File: src/rtl/clause_db_pkg.sv
// Shared definitions for the clause_db memory and its requester.
package clause_db_pkg;

    localparam int def_data_size    = 8;
    localparam int def_address_size = 8;
    localparam int def_mem_size     = 8;

    typedef enum logic [2:0] {
        IDLE,
        ARM,
        ACCESS,
        RESP,
        FINISH
    } state_t;

endpackage

File: src/rtl/clause_db_requester.sv
// Initiator for the clause_db handshake: single-word writes and burst reads
// from the BCP engine, read words returned on a valid/ready stream.
//
// state  | meaning
// IDLE   | cmd_ready high, waiting for a command
// ARM    | waiting for clause_db to report ready (mem_work=1)
// ACCESS | mem_request low, waiting for mem_work to fall
// RESP   | read word presented, waiting for rsp_ready
// FINISH | pulse done, return to IDLE
module clause_db_requester
    import clause_db_pkg::*;
#(
    parameter int data_size    = def_data_size,
    parameter int address_size = def_address_size,
    parameter int mem_size     = def_mem_size,
    parameter int len_size     = 4,
    parameter int timeout      = 15
) (
    input  logic                    clock,
    input  logic                    reset,
    input  logic                    cmd_valid,
    output logic                    cmd_ready,
    input  logic                    cmd_write,
    input  logic [address_size-1:0] cmd_addr,
    input  logic [len_size-1:0]     cmd_len,
    input  logic [data_size-1:0]    cmd_wdata,
    output logic                    rsp_valid,
    output logic [data_size-1:0]    rsp_data,
    output logic                    rsp_last,
    input  logic                    rsp_ready,
    output logic                    done,
    output logic                    err,
    output logic                    mem_request,
    output logic                    data_read,
    output logic                    data_write,
    output logic [address_size-1:0] address,
    output logic [data_size-1:0]    d_in,
    input  logic [data_size-1:0]    d_out,
    input  logic                    mem_work
);

    localparam int tmr_w = $clog2(timeout + 1);
    localparam logic [tmr_w-1:0] tmr_load = tmr_w'(timeout - 1);

    state_t                  state;
    logic [len_size-1:0]     remaining;
    logic                    is_write;
    logic [tmr_w-1:0]        timer;
    logic [address_size-1:0] next_addr;

    assign next_addr = (address == address_size'(mem_size - 1)) ? '0
                                                                : address + address_size'(1);

    always_ff @(posedge clock) begin
        if (!reset) begin
            state       <= IDLE;
            cmd_ready   <= 1'b0;
            rsp_valid   <= 1'b0;
            rsp_data    <= '0;
            rsp_last    <= 1'b0;
            done        <= 1'b0;
            err         <= 1'b0;
            mem_request <= 1'b1;
            data_read   <= 1'b0;
            data_write  <= 1'b0;
            address     <= '0;
            d_in        <= '0;
            remaining   <= '0;
            is_write    <= 1'b0;
            timer       <= '0;
        end else begin
            done <= 1'b0;
            err  <= 1'b0;
            case (state)
                IDLE: begin
                    cmd_ready <= 1'b1;
                    if (cmd_valid && cmd_ready) begin
                        cmd_ready <= 1'b0;
                        is_write  <= cmd_write;
                        remaining <= cmd_len;
                        address   <= cmd_addr;
                        d_in      <= cmd_wdata;
                        if (!cmd_write && cmd_len == '0) begin
                            state <= FINISH;
                        end else begin
                            data_read  <= ~cmd_write;
                            data_write <= cmd_write;
                            timer      <= tmr_load;
                            state      <= ARM;
                        end
                    end
                end
                ARM, ACCESS: begin
                    // ARM leaves on mem_work high, ACCESS on mem_work low
                    if (state == ARM && mem_work == 1'b1) begin
                        mem_request <= 1'b0;
                        timer       <= tmr_load;
                        state       <= ACCESS;
                    end else if (state == ACCESS && mem_work == 1'b0) begin
                        mem_request <= 1'b1;
                        data_read   <= 1'b0;
                        data_write  <= 1'b0;
                        if (is_write) begin
                            state <= FINISH;
                        end else begin
                            rsp_data  <= d_out;
                            rsp_valid <= 1'b1;
                            rsp_last  <= (remaining == len_size'(1));
                            state     <= RESP;
                        end
                    end else if (timer == '0) begin
                        mem_request <= 1'b1;
                        data_read   <= 1'b0;
                        data_write  <= 1'b0;
                        err         <= 1'b1;
                        done        <= 1'b1;
                        cmd_ready   <= 1'b1;
                        state       <= IDLE;
                    end else begin
                        timer <= timer - tmr_w'(1);
                    end
                end
                RESP: begin
                    if (rsp_ready) begin
                        rsp_valid <= 1'b0;
                        rsp_last  <= 1'b0;
                        remaining <= remaining - len_size'(1);
                        if (remaining > len_size'(1)) begin
                            address   <= next_addr;
                            data_read <= 1'b1;
                            timer     <= tmr_load;
                            state     <= ARM;
                        end else begin
                            state <= FINISH;
                        end
                    end
                end
                FINISH: begin
                    done      <= 1'b1;
                    cmd_ready <= 1'b1;
                    state     <= IDLE;
                end
                default: state <= IDLE;
            endcase
        end
    end

endmodule

File: config.mk
export PLATFORM = sky130hd
export DESIGN_NAME = clause_db_requester
export DESIGN_NICKNAME = d
export VERILOG_FILES = /design/src/rtl/clause_db_pkg.sv /design/src/rtl/clause_db_requester.sv
export SDC_FILE = /design/constraint.sdc
export NUM_CORES = 1
export LEC_CHECK = 0
export CORE_MARGIN = 5
export CORE_UTILIZATION = 45
export CTS_BUF_LIST = sky130_fd_sc_hd__clkbuf_2 sky130_fd_sc_hd__clkbuf_4 sky130_fd_sc_hd__clkbuf_8
export CTS_CLUSTER_SIZE = 24
export DETAILED_ROUTE_END_ITERATION = 12
export HOLD_SLACK_MARGIN = 0.1
export PLACE_DENSITY = 0.76
export SETUP_SLACK_MARGIN = 0.1
export SYNTH_ARGS = -nofsm -noshare
export SYNTH_HDL_FRONTEND = slang
export SYNTH_SLANG_ARGS = --single-unit
File: constraint.sdc
create_clock -name clock -period 2.3 [get_ports clock]
set_clock_uncertainty 0.1 [all_clocks]
set_input_delay 0.23 -clock clock [delete_from_list [all_inputs] [get_ports clock]]
set_output_delay 0.23 -clock clock [all_outputs]
set_load 0.01 [all_outputs]
## Word-level counts from Yosys, hierarchy flattened

Cells that the tools add are included.
W data, S select, Z words.

| storage, ports and cells | value |
|---|---|
| register bits | 44 |
| logic and storage cells | 125 |
| bits in latches | 0 |
| memories kept | 0 |
| memory bits (read-only) | 0 |
| memory bits (writable) | 0 |
| bits of input ports | 34 |

| cells by class | value |
|---|---|
| bitwise gates (word level) | 4 |
| multiply operators | 0 |
| reduce and logical (&&, ||, !) cells | 27 |
| equal/unequal tests | 19 |
| add/sub/neg operators | 3 |
| shift operators | 0 |
| multiplexer cells | 56 |
| order comparisons | 1 |
| divide/modulo/power cells | 0 |

Operators by type and width:

| kind | number |
|---|---|
| $mux W4 | 9 |
| $mux W8 | 4 |
| $mux W1 | 25 |
| $mux W3 | 8 |
| $ne A2 B2 Y1 const B | 9 |
| $pmux W8 S2 | 1 |
| $reduce_and A7 Y1 | 2 |
| $pmux W4 S3 | 1 |
| $reduce_and A4 Y1 | 3 |
| $reduce_and A5 Y1 | 2 |
| $ne A3 B3 Y1 const B | 3 |
| $pmux W3 S3 | 1 |
| $reduce_bool A3 Y1 | 3 |
| $add A8 B1 Y8 const B | 1 |
| $eq A8 B3 Y1 const B | 1 |
| $logic_not A4 Y1 | 2 |
| $pmux W1 S2 | 4 |
| $pmux W4 S2 | 1 |
| $sub A4 B1 Y4 const B | 2 |
| $eq A3 B2 Y1 const B | 2 |
| $pmux W1 S3 | 2 |
| $reduce_and A2 Y1 | 3 |
| $reduce_and A3 Y1 | 2 |
| $reduce_bool A2 Y1 | 3 |
| other kinds (10) | 16 |

## Depth between registers and ports, before layout

Gate-level depths: netlist (run 1).

| logic depth | value |
|---|---|
| word-level depth | 5 |
| gate-level depth with buffers | 7 |

## Least setup slack after synthesis (run 1)

No wires, ideal clock.

| timing | value |
|---|---|
| path type | register -> register |
| start | reg address[5] |
| end | reg address[6] |
| stages on the path, launching flop included | 6 |
| path buffers | 0 |
| library setup time | 132 ps |
| setup slack | 630 ps |
| arrival time | 1437 ps |
| cells stage by stage | dfxtp_1 -> or4_4 -> o31ai_4 -> nor4b_1 -> o21ai_0 -> a21oi_1 |

| on the way | value |
|---|---|
| cells in the longest elaborated chain, start to end | 5 |
| elaborated cells on any way between the ends | 6 |
| those cells by class | 1 x add/sub; 1 x eq/ne; 4 x mux |

RTL lines:

| element | line | source |
|---|---|---|
| start, declared | clause_db_requester.sv:36 | `output logic [address_size-1:0] address,` |
| start signal, assigned | clause_db_requester.sv:81 | `address <= cmd_addr;` |
| start signal, assigned | clause_db_requester.sv:129 | `address <= next_addr;` |
| $add A8 B1 Y8 / $eq A8 B3 Y1 (equally long branches) | clause_db_requester.sv:52, clause_db_requester.sv:51 |  |
| $mux W8 (*) | clause_db_requester.sv:51 | `assign next_addr = (address == address_size'(mem_size - 1)) ? '0` |
| $mux W8 (*) | clause_db_requester.sv:128 | `if (remaining > len_size'(1)) begin` |
| $mux W8 (*) | clause_db_requester.sv:124 | `if (rsp_ready) begin` |
| $pmux W8 S2 (*) | clause_db_requester.sv:74 | `case (state)` |

Every way passes the cells marked *; elsewhere a longest branch is shown, timed or not. The select of a mux whose other input is x is not followed.
A chain may end at the register's enable or synchronous reset.

## Final worst setup path (run 1)

| timing | value |
|---|---|
| start | reg state[0] |
| end | reg timer[3] |

| on the way | value |
|---|---|
| cells in the longest elaborated chain, start to end | 4 |
| elaborated cells on any way between the ends | 17 |
| those cells by class | 9 x eq/ne; 2 x mux; 6 x reduce/logical |

RTL lines:

| element | line | source |
|---|---|---|
| start, declared | clause_db_requester.sv:45 | `state_t state;` |
| start signal, assigned | clause_db_requester.sv:56 | `state <= IDLE;` |
| start signal, assigned | clause_db_requester.sv:84 | `state <= FINISH;` |
| start signal, assigned | clause_db_requester.sv:89 | `state <= ARM;` |
| $eq A3 B1 Y1 / $eq A3 B2 Y1 (equally long branches) | clause_db_requester.sv:74, clause_db_requester.sv:95, clause_db_requester.sv:99 |  |
| $reduce_or A2 Y1 (tied with other cells) | clause_db_requester.sv:74 |  |
| $ne A3 B3 Y1 (no line) (tied with other cells) | -- |  |
| $reduce_and A7 Y1 (no line) / $pmux W4 S3 (equally long branches) | -- |  |
| end signal, assigned | clause_db_requester.sv:88 | `timer <= tmr_load;` |
| end signal, assigned | clause_db_requester.sv:97 | `timer <= tmr_load;` |
| end signal, assigned | clause_db_requester.sv:120 | `timer <= timer - tmr_w'(1);` |
| end, declared | clause_db_requester.sv:48 | `logic [tmr_w-1:0] timer;` |

Several ways; a longest one is shown, not always the timed one.

==> flow_metrics.env, run 1 <==
export IMPL_num_nets_final=401
export IMPL_num_vias=2349
export IMPL_synth_xor_area_share_pct=0
export IMPL_die_w_um=82.3
export IMPL_clockBufferDepth=2
export IMPL_crit_type="register to register"
export IMPL_first_iter_violations=126
export IMPL_setup_ws_ns=0.214
export IMPL_p_int_uw=1700
export IMPL_root_buffer="clkbuf_8"
export IMPL_fin_crit_sh_pct=90.7
export IMPL_via_per_inst=5.42
export IMPL_clock_latency_ns=0.29
export IMPL_synth_cells=296
export IMPL_pre_cts_slack_ns=0.203
export IMPL_slew_viol_final=0
export IMPL_synth_area_mux_share_pct=0.426
export IMPL_place_congestion=0.825
export IMPL_cp_start_kind="register"
export IMPL_synth_compound_area_share_pct=28.1
export IMPL_rows=26
export IMPL_ys_types=57
export IMPL_ant_nets=0
export IMPL_ys_seq_elements=44
export IMPL_synthFlopType="dfxtp_1"
export IMPL_drive_above_1_share_pct=8.82
export IMPL_cts_resized=0
export IMPL_cp_endpoint="timer[3]"
export IMPL_yosysWarnings=0
export IMPL_power_leakage_uw=0.00112
export IMPL_clockPowerShare_pct=17.0
export IMPL_synth_fa_ha_area_share_pct=2.13
export IMPL_numCtsBuffers=5
export IMPL_grt_pass1_wl_um=9900
export IMPL_async_reset_ff_share_pct=0
export IMPL_syn_area_per_cell_sq_um=7.95
export IMPL_r2r_cells=6
export IMPL_fmax_ghz=0.479
export IMPL_grt_usage_pct=18.5
export IMPL_r2r_end="timer[3]"
export IMPL_hold_viol=0
export IMPL_rrSetupSlack_ns=0.21
export IMPL_start_util_pct=46.1
export IMPL_wl_per_cell_um=14.0
export IMPL_critPathLaunch="state[0]"
export IMPL_critPathRequiredTime_ns=2.39
export IMPL_first_pass_iters=4
export IMPL_vdd_ir_drop_max_mv=0.345
export IMPL_grt_antenna_before_repair=0
export IMPL_n_antenna_cell=0
export IMPL_synth_top_family_by_area="compound AO/OA/AOI/OAI gates"
export IMPL_hold_ws_ns=0.355
export IMPL_core_area_sq_um=5110
export IMPL_die_area_sq_um=6770
export IMPL_arrival_ns=2.18
export IMPL_maxCapViolations=0
export IMPL_yosysSeqAreaShare_pct=37.4
export IMPL_cts_sinks=44
export IMPL_maxSlewHeadroom_pct=56.4
export IMPL_yosys_area_share_simple_pct=26.2
export IMPL_powerDensity_nw_per_um2=860
export IMPL_hp_class="register to register"
export IMPL_grt_pass1_vias=2178
export IMPL_grt_ovfl_total=0
export IMPL_layout_min_cycle_time_ns=2.09
export IMPL_finalSetupTns_ns=0
export IMPL_combPwrFrac_pct=43.6
export IMPL_chipHeight_um=82.3
export IMPL_r2r_start="state[0]"
export IMPL_area_delta_synth_final_pct=33.9
export IMPL_netlist_area_sq_um=2350
export IMPL_crit_fanout=20
export IMPL_syn_nets=334
export IMPL_clk_pin_slew_ns=0.08
export IMPL_port_buffers=65
export IMPL_power_frac_seq_pct=39.4
export IMPL_outcome="complete, no violations"
export IMPL_endpoint_kind="register"
export IMPL_dpl_hpwl_um=4460
export IMPL_cts_tree="built"
export IMPL_p_sw_share_pct=37.1
export IMPL_synth_edf_count=0
export IMPL_drt_wl_total_um=6070
export IMPL_ios=66
export IMPL_grt_max_degree=37
export IMPL_setup_violations=0
export IMPL_drcViolationCount=0
export IMPL_postCtsHoldBufs=0
export IMPL_worst_pin_slew_ns=0.654
export IMPL_cts_setup_buffers=0
export IMPL_rsz0062_at_grt="no"
export IMPL_power_switching_uw=1010
export IMPL_cts_max_level=2
worst min-delay path by stage:
stage	end	depth (start not counted)	from	slack (ns)
floorplan	address[4]	2	cmd_addr[4]	0.26
detailed placement	rsp_data[5]	2	rsp_data[5]	0.35
CTS	rsp_data[5]	2	rsp_data[5]	0.36
global route	rsp_data[5]	2	rsp_data[5]	0.37
finish	rsp_data[7]	2	rsp_data[7]	0.35
global placement	d_in[2]	2	d_in[2]	0.34
flip-flops by register name, summed over array words and instances (netlist names), 3 cells and up:
register   cells
timer          4
rsp_data       8
state          3
d_in           8
remaining      4
address        8
power groups by stage:
stage	combinational [uW]	sequential [uW]	clock, uW
6_report	1180	1070	462
5_1_grt	1310	1090	512
4_1_cts	1180	1060	479
3_5_place_dp	1180	1080	0
3_3_place_gp	1160	1070	0
2_1_floorplan	784	1050	0
stage by stage:
stage / cell area (sq um) / util [%] / cells / total power [uW]
detailed placement: 3070 / 60.1 / 426 / 2260
global placement: 3070 / 60.1 / 426 / 2240
finish: 3150 / 61.7 / 433 / 2710
floorplan: 2350 / - / 296 / 1830
CTS: 3150 / 61.7 / 433 / 2730
global route: 3150 / 61.7 / 433 / 2920
synthesized netlist by cell type (all sizes together), types with 2 or more instances:
cell	count	area, sq um
nand3b	2	15.0
nand4	4	25.0
a31oi	5	31.3
buf	10	70.1
a31o	2	17.5
o21ai	23	115
inv	5	18.8
and3b	2	18.8
and3	2	12.5
nand2	53	199
o211a	3	30.0
o31ai	4	43.8
a221oi	2	17.5
ha	4	50.1
nor2b	5	31.3
a21o	3	22.5
a21oi	40	215
nand3	5	25.0
a2bb2oi	2	17.5
nor4	2	12.5
or4	2	22.5
dfxtp	44	881
nor2	20	75.1
and2	4	26.3
clkbuf	6	32.5
a22oi	2	15.0
nor3b	5	37.5
nor3	9	50.1
a41o	2	20.0
nand2b	5	31.3
cell usage in the layout, fill, tap and decap left out, types with 5 or more instances in the layout:
cell type and n:
a21oi_1 36, a31oi_1 5, buf_4 12, clkbuf_8 5, clkdlybuf4s50_1 65, dfxtp_1 44
inv_1 5, nand2_1 53, nand2b_1 5, nand3_1 5, nor2_1 20, nor2b_1 5
nor3_1 8, nor3b_1 5, o21ai_0 23
layer usage:
layer,part of all wire (%),global-route usage (%),vias up,wire length [um]
met5,0,0,-,0
met4,0.92,4.65,0,56
met3,6.1,4.77,7,371
met2,48,32.1,55,2920
met1,45,22.8,1087,2720
li1,-,-,1200,-
area by class of cell:
| class | instances | area [sq um] |
|---|---|---|
| Clock inverter | 2 | 12.5 |
| Clock buffer | 5 | 68.8 |
| Sequential cell | 44 | 881 |
| Tap cell | 70 | 87.6 |
| Timing Repair Buffer | 77 | 741 |
| Inverter | 6 | 22.5 |
| Fill cell | 513 | 1960 |
| Multi-Input combinational cell | 229 | 1340 |
cells by family (layout without fill, tap and decap cells):
kind of cell	count (synthesis)	count (layout)
compound gates	100	100
fa+ha+maj	4	4
buf+inv	23	90
flops	44	44
mux	1	1
simple gates	124	124
critical path, cell delays in order (launching register included):
cell      delay, ns
dfxtp_1        0.74
nand2b_1       0.23
nor3_1         0.08
buf_4          0.16
a21oi_2        0.24
nand3_1        0.17
o211a_1        0.25
No activity file was read; power rests on OpenSTA's default activity.
==> inputs of run 2 (changes only) <==
Settings changed: PLACE_DENSITY 0.76 to 0.78.
==> flow_metrics.env, run 2 (synthesis results as in run 1) <==
export IMPL_outcome="complete, no violations"
export IMPL_critPathRequiredTime_ns=2.39
export IMPL_start_util_pct=46.1
export IMPL_grt_ovfl_total=0
export IMPL_num_nets_final=398
export IMPL_ant_nets=0
export IMPL_power_switching_uw=1030
export IMPL_fillCellCount=491
export IMPL_grt_pass1_vias=2189
export IMPL_endpoint_kind="register"
export IMPL_setup_violations=0
export IMPL_hold_viol=0
export IMPL_drcViolationCount=0
export IMPL_drive_above_1_share_pct=8.86
export IMPL_clockBufferDepth=2
export IMPL_rsz0062_at_grt="no"
export IMPL_p_sw_share_pct=36.3
export IMPL_place_congestion=0.890
export IMPL_final_cell_area_sq_um=3170
export IMPL_layout_common_cells="clkdlybuf4s50_1 (65), nand2_1 (53), dfxtp_1 (43), a21oi_1 (36), o21ai_0 (23)"
export IMPL_pre_cts_slack_ns=0.162
export IMPL_crit_fanout=8
export IMPL_first_pass_iters=4
export IMPL_drt_wl_total_um=6000
export IMPL_final_util_pct=62.0
export IMPL_cts_sinks=44
export IMPL_n_antenna_cell=0
export IMPL_r2r_end="timer[2]"
export IMPL_critPathLaunch="timer[0]"
export IMPL_cts_tree="built"
export IMPL_arrival_ns=2.11
export IMPL_clk_pin_slew_ns=0.09
export IMPL_clockPowerShare_pct=21.5
export IMPL_setup_ws_ns=0.283
export IMPL_grt_usage_pct=18.7
export IMPL_crit_type="register to register"
export IMPL_grt_max_degree=21
export IMPL_r2r_start="timer[0]"
export IMPL_die_area_sq_um=6770
export IMPL_layout_min_cycle_time_ns=2.02
export IMPL_core_area_sq_um=5110
export IMPL_fmax_ghz=0.496
export IMPL_powerDensity_nw_per_um2=892
export IMPL_postCtsHoldBufs=0
export IMPL_power_leakage_uw=0.00112
export IMPL_r2r_cells=6
export IMPL_power_frac_seq_pct=37.6
export IMPL_maxSlewHeadroom_pct=55.9
export IMPL_hp_class="register to register"
export IMPL_chipHeight_um=82.3
export IMPL_num_vias=2366
export IMPL_grt_antenna_before_repair=0
export IMPL_clock_latency_ns=0.30
export IMPL_power_uw=2820
export IMPL_cp_start_kind="register"
export IMPL_first_iter_violations=139
export IMPL_vdd_ir_drop_max_mv=0.387
export IMPL_p_int_uw=1800
export IMPL_slew_viol_final=0
export IMPL_grt_pass1_wl_um=9960
export IMPL_fin_crit_sh_pct=87.7
export IMPL_rrSetupSlack_ns=0.28
export IMPL_final_common_cell="clkdlybuf4s50_1"
export IMPL_root_buffer="clkbuf_8"
export IMPL_worst_pin_slew_ns=0.656
export IMPL_area_delta_synth_final_pct=34.7
export IMPL_cts_max_level=2
export IMPL_top_regs="address: 8 flops, d_in: 8 flops, rsp_data: 8 flops"
export IMPL_numCtsBuffers=5
export IMPL_cp_endpoint="timer[2]"
export IMPL_ios=66
export IMPL_via_per_inst=5.49
export IMPL_combPwrFrac_pct=40.9
export IMPL_port_buffers=65
export IMPL_wl_per_cell_um=13.9
export IMPL_finalSetupTns_ns=0
export IMPL_dpl_hpwl_um=4430
export IMPL_postPlaceCellArea_sq_um=3050
export IMPL_rows=26
export IMPL_die_w_um=82.3
export IMPL_maxCapViolations=0
run 2: layer usage:
layer  routed length, um  up-vias  global-route usage (%)
li1                    -     1202                       -
met1                2650     1093                    24.2
met2                2900       66                    30.5
met3                 385        5                    4.56
met4                  58        0                    6.15
met5                   0        -                       0
run 2: power by group through the flow:
stage | Clock [uW] | Sequential [uW] | Combinational (uW)
3_5_place_dp | 0 | 1080 | 1150
4_1_cts | 632 | 1060 | 1150
6_report | 608 | 1060 | 1150
5_1_grt | 663 | 1090 | 1270
2_1_floorplan | 0 | 1050 | 784
3_3_place_gp | 0 | 1070 | 1130
run 2: stage by stage:
| stage | std cells | hold WS, ns |
|---|---|---|
| 6_report | 431 | 0.357 |
| 3_3_place_gp | 423 | 0.341 |
| 2_1_floorplan | 296 | 0.264 |
| 5_1_grt | 431 | 0.349 |
| 4_1_cts | 431 | 0.355 |
| 3_5_place_dp | 423 | 0.345 |
run 2: critical path, stage by stage (launching register included):
cell,delay (ns)
dfxtp_1,0.32
inv_1,0.09
ha_1,0.22
nor3b_1,0.50
nand2_1,0.32
a41o_1,0.25
o211a_1,0.12
run 2: timing repair:
action | in CTS | in global routing
buffers inserted | 0 | 0
hold endpoints to repair | 0 | 0
resized for setup | 0 | 2
setup endpoints to repair | 0 | 11
run 2: worst min path at each step:
stage / slack [ns] / from / cells after the start / end
floorplan: 0.26 / cmd_addr[4] / 2 / address[4]
global placement: 0.34 / d_in[1] / 2 / d_in[1]
detailed placement: 0.35 / d_in[0] / 2 / d_in[0]
CTS: 0.36 / d_out[0] / 3 / rsp_data[0]
global route: 0.35 / d_out[7] / 3 / rsp_data[7]
finish: 0.36 / d_in[1] / 2 / d_in[1]
run 2: cell type report:
cell class | count | area [sq um] | area share (%)
Sequential cell | 44 | 882 | 27.8
Clock inverter | 3 | 46.3 | 1.46
Tap cell | 70 | 87.6 | 2.76
Inverter | 6 | 22.5 | 0.711
Clock buffer | 5 | 68.8 | 2.17
Multi-Input combinational cell | 229 | 1340 | 42.4
Timing Repair Buffer | 74 | 718 | 22.7
==> inputs of run 3 (changes only) <==
Settings changed: CORE_MARGIN 5 to 4, SKIP_LAST_GASP from default to 1.
==> flow_metrics.env, run 3 (synthesis results as in run 1) <==
export IMPL_layout_min_cycle_time_ns=2.04
export IMPL_critPathLaunch="state[1]"
export IMPL_crit_type="register to register"
export IMPL_p_sw_share_pct=36.4
export IMPL_slowest_stage="dfxtp_1"
export IMPL_num_vias=2403
export IMPL_die_area_sq_um=6450
export IMPL_r2r_start="state[1]"
export IMPL_chipHeight_um=80.3
export IMPL_powerDensity_nw_per_um2=896
export IMPL_root_buffer="clkbuf_8"
export IMPL_final_common_cell="clkdlybuf4s50_1"
export IMPL_power_frac_seq_pct=37.5
export IMPL_power_switching_uw=1040
export IMPL_finalSetupTns_ns=0
export IMPL_setup_violations=0
export IMPL_die_w_um=80.3
export IMPL_outcome="complete, no violations"
export IMPL_wl_per_cell_um=14.2
export IMPL_grt_ovfl_total=0
export IMPL_numCtsBuffers=5
export IMPL_cp_start_kind="register"
export IMPL_clockPowerShare_pct=21.3
export IMPL_maxCapViolations=0
export IMPL_start_util_pct=46.4
export IMPL_first_iter_violations=151
export IMPL_cts_sinks=44
export IMPL_vdd_ir_drop_max_mv=0.396
export IMPL_rrSetupSlack_ns=0.26
export IMPL_n_antenna_cell=0
export IMPL_postCtsHoldBufs=0
export IMPL_p_int_uw=1810
export IMPL_grt_max_degree=21
export IMPL_crit_fanout=16
export IMPL_critPathTopFamily="simple AND/OR/NAND/NOR gates"
export IMPL_rows=26
export IMPL_layout_common_cells="clkdlybuf4s50_1 (65), nand2_1 (53), dfxtp_1 (43), a21oi_1 (36), o21ai_0 (23)"
export IMPL_hp_class="register to register"
export IMPL_combPwrFrac_pct=41.2
export IMPL_area_delta_synth_final_pct=35.0
export IMPL_via_per_inst=5.56
export IMPL_port_buffers=65
export IMPL_core_area_sq_um=5070
export IMPL_critPathBufInv=0
export IMPL_cpPeakStageDelay_ns=0.66
export IMPL_dpl_hpwl_um=4510
export IMPL_num_nets_final=399
export IMPL_place_congestion=0.852
export IMPL_drt_wl_total_um=6110
export IMPL_maxSlewHeadroom_pct=64.7
export IMPL_worstHoldStart="d_in[1]"
export IMPL_top_regs="address: 8 flops, d_in: 8 flops, rsp_data: 8 flops"
export IMPL_ant_nets=0
export IMPL_first_pass_iters=4
export IMPL_cts_tree="built"
export IMPL_drcViolationCount=0
export IMPL_power_leakage_uw=0.00113
export IMPL_endpoint_kind="register"
export IMPL_cts_max_level=2
export IMPL_clk_pin_slew_ns=0.09
export IMPL_arrival_ns=2.17
export IMPL_critPathRequiredTime_ns=2.43
export IMPL_drive_above_1_share_pct=9.12
export IMPL_fmax_ghz=0.491
export IMPL_hold_viol=0
export IMPL_ios=66
export IMPL_postPlaceCellArea_sq_um=3050
export IMPL_clockBufferDepth=2
export IMPL_grt_usage_pct=19.3
export IMPL_crit_chain="and3b_2 -> o31ai_4 -> nor4b_1 -> o21ai_0 -> a21oi_1"
export IMPL_hold_ws_ns=0.355
export IMPL_grt_pass1_vias=2194
export IMPL_grt_antenna_before_repair=0
export IMPL_final_cell_area_sq_um=3180
export IMPL_grt_pass1_wl_um=10100
export IMPL_fin_crit_sh_pct=88.5
export IMPL_clock_latency_ns=0.29
export IMPL_worst_pin_slew_ns=0.526
export IMPL_slew_viol_final=0
export IMPL_rsz0062_at_grt="no"
## run 3: tightest hold or removal path: stages (launching register included)
cell     delay (ns)
dfxtp_1        0.32
nand2_1        0.05
a21oi_1        0.05
## run 3: per-stage QoR
| step | utilization (%) | power, uW | std cells | worst slack, ns |
|---|---|---|---|---|
| after floorplan | - | 1830 | 296 | 0.630 |
| after global placement | 60.2 | 2200 | 424 | 0.185 |
| after detailed placement | 60.2 | 2240 | 424 | 0.183 |
| after CTS | 62.5 | 2850 | 432 | 0.270 |
| after global routing | 62.6 | 3040 | 432 | 0.109 |
| final | 62.6 | 2850 | 432 | 0.263 |
## run 3: metal layers
| metal | routed length [um] | GRT usage [%] | share of wire, % |
|---|---|---|---|
| met5 | 0 | 0 | 0 |
| met3 | 324 | 3.59 | 5.3 |
| met1 | 2700 | 25.1 | 44 |
| met2 | 3030 | 32.9 | 50 |
| met4 | 59 | 5.07 | 0.96 |
## run 3: repair_timing
action / 4_1_cts / 5_1_grt
resized for setup: 0 / 2
setup endpoints to repair: 0 / 7
endpoints found under the hold margin: 0 / 0
buffers inserted: 0 / 0
## run 3: final cells by class
class / count / area, sq um
clock buffers: 5 / 68.8
well taps: 70 / 87.6
multi-input cells: 229 / 1340
clock inverters: 3 / 46.3
fillers: 470 / 1900
flip-flops and latches: 44 / 882
repair buffers: 75 / 726
inverters: 6 / 22.5
## run 3: final timing paths
check,endpoint,cells past startpoint
max,address[6],5
min,d_in[1],2
max reg2reg,address[6],5
min reg2reg,d_in[1],2
## run 3: power by group through the flow
stage | clock network, uW | logic, uW | registers (uW)
final | 607 | 1170 | 1070
after global routing | 646 | 1300 | 1090
after CTS | 617 | 1170 | 1060
after detailed placement | 0 | 1160 | 1080
after global placement | 0 | 1130 | 1070
after floorplan | 0 | 784 | 1050
